$ cat config.mk
export PLATFORM = sky130hd
export DESIGN_NAME = imem_prog
export DESIGN_NICKNAME = d
export VERILOG_FILES = /design/src/rtl/imem_prog.sv
export SDC_FILE = /design/constraint.sdc
export NUM_CORES = 1
export LEC_CHECK = 0
export BUFFER_PORTS_ARGS = -buffer_cell sky130_fd_sc_hd__buf_4
export CORE_MARGIN = 1
export CORE_UTILIZATION = 55
export CTS_CLUSTER_DIAMETER = 120
export DETAILED_ROUTE_END_ITERATION = 10
export PLACE_DENSITY = 0.72
export SKIP_LAST_GASP = 1
export SYNTH_ARGS = -nofsm -noshare
export SYNTH_HDL_FRONTEND = slang
export SYNTH_SLANG_ARGS = --single-unit
$ cat constraint.sdc
create_clock -name clk -period 4.3 [get_ports clk]
set_input_delay 0.645 -clock clk [delete_from_list [all_inputs] [get_ports clk]]
set_output_delay 0.645 -clock clk [all_outputs]
set_load 0.05 [all_outputs]
$ cat src/rtl/imem_prog.sv
// imem_prog: instruction memory with a registered fetch port and a handshaked program-load port
//   clk, reset                      rising-edge clock, synchronous active-high reset
//   rd_en, read_address             fetch request and word address
//   instruction, instr_valid,       registered fetch data, fetch-completed flag,
//   addr_err                        out-of-range flag of the last completed fetch
//   prog_start, prog_valid,         enter LOAD, load-word strobe,
//   prog_data, prog_last            load word, final-word qualifier
//   prog_ready, prog_busy,          load port accepting (LOAD), fetches blocked (LOAD),
//   prog_done, prog_len             1-cycle end-of-load pulse, words written by the last load
module imem_prog #(
   parameter int INSTR_W = 8,
   parameter int DEPTH   = 32,
   parameter int ADDR_W  = 8
) (
   input  logic               clk,
   input  logic               reset,
   input  logic               rd_en,
   input  logic [ADDR_W-1:0]  read_address,
   output logic [INSTR_W-1:0] instruction,
   output logic               instr_valid,
   output logic               addr_err,
   input  logic               prog_start,
   input  logic               prog_valid,
   input  logic [INSTR_W-1:0] prog_data,
   input  logic               prog_last,
   output logic               prog_ready,
   output logic               prog_busy,
   output logic               prog_done,
   output logic [ADDR_W:0]    prog_len
);
   localparam int AW = $clog2(DEPTH);
   // default program, word 0 in the low byte; shifting past it yields the zero fill
   localparam logic [39:0] IMG = 40'h4D_A9_18_C1_49;
   localparam logic [ADDR_W:0] LIMIT = (ADDR_W+1)'(DEPTH);
   localparam logic [ADDR_W-1:0] LAST = ADDR_W'(DEPTH-1);
   typedef enum logic {RUN, LOAD} state_t;
   state_t state, state_nxt;
   logic [INSTR_W-1:0] mem [DEPTH];
   logic [ADDR_W-1:0] wptr;
   logic accept, last_word, fetch, in_range;

   always_ff @(posedge clk)
      if (reset) state <= RUN;
      else state <= state_nxt;

   always_comb
      state_nxt = state == RUN ? (prog_start ? LOAD : RUN) : (last_word ? RUN : LOAD);

   always_comb begin
      prog_ready = state == LOAD;
      prog_busy  = state == LOAD;
      accept     = prog_valid && state == LOAD;
      last_word  = accept && (prog_last || wptr == LAST);
      // prog_start takes priority and drops a same-cycle fetch
      fetch      = state == RUN && rd_en && !prog_start;
      in_range   = {1'b0, read_address} < LIMIT;
   end

   always_ff @(posedge clk)
      if (reset) begin
         for (int i = 0; i < DEPTH; i++) mem[i] <= INSTR_W'(8'(IMG >> (8*i)));
         instruction <= '0;
         instr_valid <= 1'b0;
         addr_err    <= 1'b0;
         prog_done   <= 1'b0;
         prog_len    <= (ADDR_W+1)'(5);
         wptr        <= '0;
      end else begin
         instr_valid <= fetch;
         prog_done   <= last_word;
         if (fetch) begin
            instruction <= in_range ? mem[read_address[AW-1:0]] : '0;
            addr_err    <= !in_range;
         end
         if (state == RUN && prog_start) wptr <= '0;
         else if (accept) wptr <= wptr + ADDR_W'(1);
         if (accept) mem[wptr[AW-1:0]] <= prog_data;
         if (last_word) prog_len <= {1'b0, wptr} + (ADDR_W+1)'(1);
      end
endmodule

==> qor.yml <==
synthesis:
  synth_cells: 982
  ys_types: 52
  ys_ff_latch: 285
  postSynthAreaPerCell_um2: 13.8
  netlist_area_um2: 13600
  synth_area_leader_cell: "edfxtp_1"
  yosysSeqAreaShare_pct: 61.0
  yosysMostFrequentCell: "edfxtp_1"
  synth.top_cells.by_count: "edfxtp_1 (256), and2_1 (249), mux2i_1 (52), clkbuf_1 (47), nor2_1 (47)"
  synth.top_cell.area_share_pct: 56.7
  syn_nets: 1008
  ys_warn_count: 0
  ys_top_cells_by_area: "edfxtp_1 (57%), and2_1 (11%), mux4_2 (6.6%), dfxtp_1 (4.3%), mux2i_1 (3.8%)"
  async_reset_ff_share_pct: 0
  synthFlopType: "edfxtp_1"
  synth_edf_count: 256
grt:
  grtUsageTotal_pct: 26.1
  grt_overflow: 0
  grt_start_max_net_pins: 57
  antenna_found_initial: 0
  grt_pass1_wl_um: 48900
  grt_pass1_vias: 7805
floorplan:
  rows: 57
  die_h_um: 159
  ios: 44
  core_area_um2: 24200
  die_area_um2: 25300
  fp.dieW_um: 159
  initial_core_util_pct: 55.9
placement:
  dp_hpwl_um: 20000
  portBuffers: 43
  place.gp.congestion: 0.812
  dp.cells: 1279
routing:
  routed-wl-met2_um: 15300
  vias_per_cell: 5.96
  finalWirelength_um: 32200
  firstDrtPassIters: 7
  post_drt_wl_per_cell_um: 24.2
  wl_met3_um: 2390
  routed.top_layer: "met4"
  vias: 7939
  drtAntennaViolNets: 0
  drt_iter0_markers: 668
  drc: 0
  drt-met1-wl_um: 13800
setup_path:
  r2r_cells: 5
  reg2reg_to: "mem[14][6]$_SDFFCE_PN0P_"
  crit_path_start_kind: "flip-flop"
  cp.arrival_ns: 3.06
  r2r_setup_slack_ns: 1.48
  end_kind: "flip-flop"
  worst-path-max-fanout: 18
  worstSetupPathType: "reg -> reg"
  critical_path_required_ns: 4.53
  timing.rr.start: "prog_busy$_SDFF_PP0_"
sta:
  hold_viol_final: 0
  worstMarginPinSlew_ns: 1.21
  rsz0062_at_grt: "no"
  fin_worst_skew_ns: 0.00847
  maxSlewViolCount: 0
  setup_viol: 0
  fin_setup_tns_ns: 0
  max_freq_mhz: 354
  min_period_ns: 2.82
  finalCritPeriodShare_pct: 65.7
  slew-limit-headroom_pct: 19.5
clocking:
  clock-sinks: 285
  holdBufCountCts: 0
  htreeDepth: 1
  clk_pin_slew_worst_paths_ns: 0.06
  tritoncts: "yes"
  cts_made_buffers: 29
  worstSkewPairLatency_ns: 0.55
  post-cts-setup-buffers: 0
  ctsResizeCount: 0
  cts_buffer_depth: 3
  cts_root_buf: "clkbuf_16"
job:
  drv_cap: 0
hold_path:
  min_from: "prog_start"
  min_to: "prog_busy$_SDFF_PP0_"
  hold_class: "in -> reg"
  min_delay_path_depth: 3
final_layout:
  final_cell_count_no_fill: 1332
  areaGrowthSynthToFinish_pct: 10.1
  drive_gt1_share_pct: 18.7
  finalNetCount: 1012
  fillers: 1858
  utilization_pct: 61.6
  insertedDiodeCount: 0
power:
  p_per_area_nw_per_um2: 412
  irDropWorstVdd_mv: 0.262
  p_leak_nw: 5.23
run_status:
  status: "completed"
[metrics by stage]
step	hold slack, ns	cell area, µm²	power [mW]	setup WS, ns
2_1_floorplan	0.494	13600	3.50	2.05
3_3_place_gp	0.460	14000	3.65	1.25
3_5_place_dp	0.472	14000	3.66	1.25
4_1_cts	0.384	14900	6.19	1.50
5_1_grt	0.423	14900	6.32	1.33
6_report	0.407	14900	6.16	1.48
[cells in the final DEF, fill, tap and decap left out, types with 9 or more instances in the layout]
cell	netlist	layout
nor2_1	47	47
or3_1	19	19
dfxtp_1	29	29
or2_2	33	33
and2_1	249	249
clkbuf_16	0	29
a22oi_1	16	16
nand2_1	21	21
edfxtp_1	256	256
a21oi_1	18	18
buf_4	8	44
mux2i_1	52	52
inv_1	9	9
mux4_2	40	40
o21ai_0	11	11
[logic make-up after synthesis]
group / Yosys count / synth area share [%]
compound gates: 82 / 5.06
xor+xnor: 11 / 0.711
fa+ha+maj: 4 / 0.369
buf+inv: 81 / 2.79
flops: 285 / 61.0
mux: 104 / 11.6
simple gates: 415 / 18.4
[worst max-delay path, cell delays in order (launching register included)]
cell and delay, ns:
dfxtp_1 0.49, and2_1 0.18, buf_4 0.21, nand3b_1 0.58, nor2_1 0.68, or2_2 0.36
[state kept, by name, summed over array words and instances (netlist names)]
register	count
addr_err	1
instr_valid	1
instruction	8
mem	256
prog_busy	1
prog_done	1
prog_len	9
wptr	8
[worst max-delay path by stage]
stage	from	endpoint	slack, ns	depth (start not counted)
after global routing	prog_busy$_SDFF_PP0_	mem[18][2]$_SDFFCE_PN0P_	1.33	5
after global placement	reset	mem[14][0]$_SDFFCE_PN0P_	1.25	4
after floorplan	prog_busy$_SDFF_PP0_	mem[30][0]$_SDFFCE_PN0P_	2.05	5
after CTS	prog_busy$_SDFF_PP0_	mem[22][5]$_SDFFCE_PN0P_	1.50	5
after detailed placement	reset	mem[15][5]$_SDFFCE_PN0P_	1.25	5
final	prog_busy$_SDFF_PP0_	mem[14][6]$_SDFFCE_PN0P_	1.48	5
[layer usage]
layer	track usage, %	up-vias
met5	0	-
met4	7.26	0
met3	3.33	50
met2	41.9	324
met1	37.8	3961
li1	-	3604
[where the power goes]
group / internal [mW] / leakage, nW / switching, mW
combinational: 0.165 / 2.05 / 0.276
sequential: 3.11 / 2.72 / 0.0452
clock: 1.51 / 0.467 / 1.05
total: 4.78 / 5.23 / 1.37
[area by class of cell]
| cell class | instances | area [µm²] | area share, % |
|---|---|---|---|
| Timing Repair Buffer | 45 | 350 | 2.35 |
| Tap cell | 324 | 405 | 2.72 |
| Clock inverter | 18 | 193 | 1.29 |
| Inverter | 9 | 33.8 | 0.226 |
| Sequential cell | 285 | 8270 | 55.4 |
| Multi-Input combinational cell | 616 | 4910 | 32.9 |
| Clock buffer | 35 | 768 | 5.15 |
(Power assumes the default switching activity.)
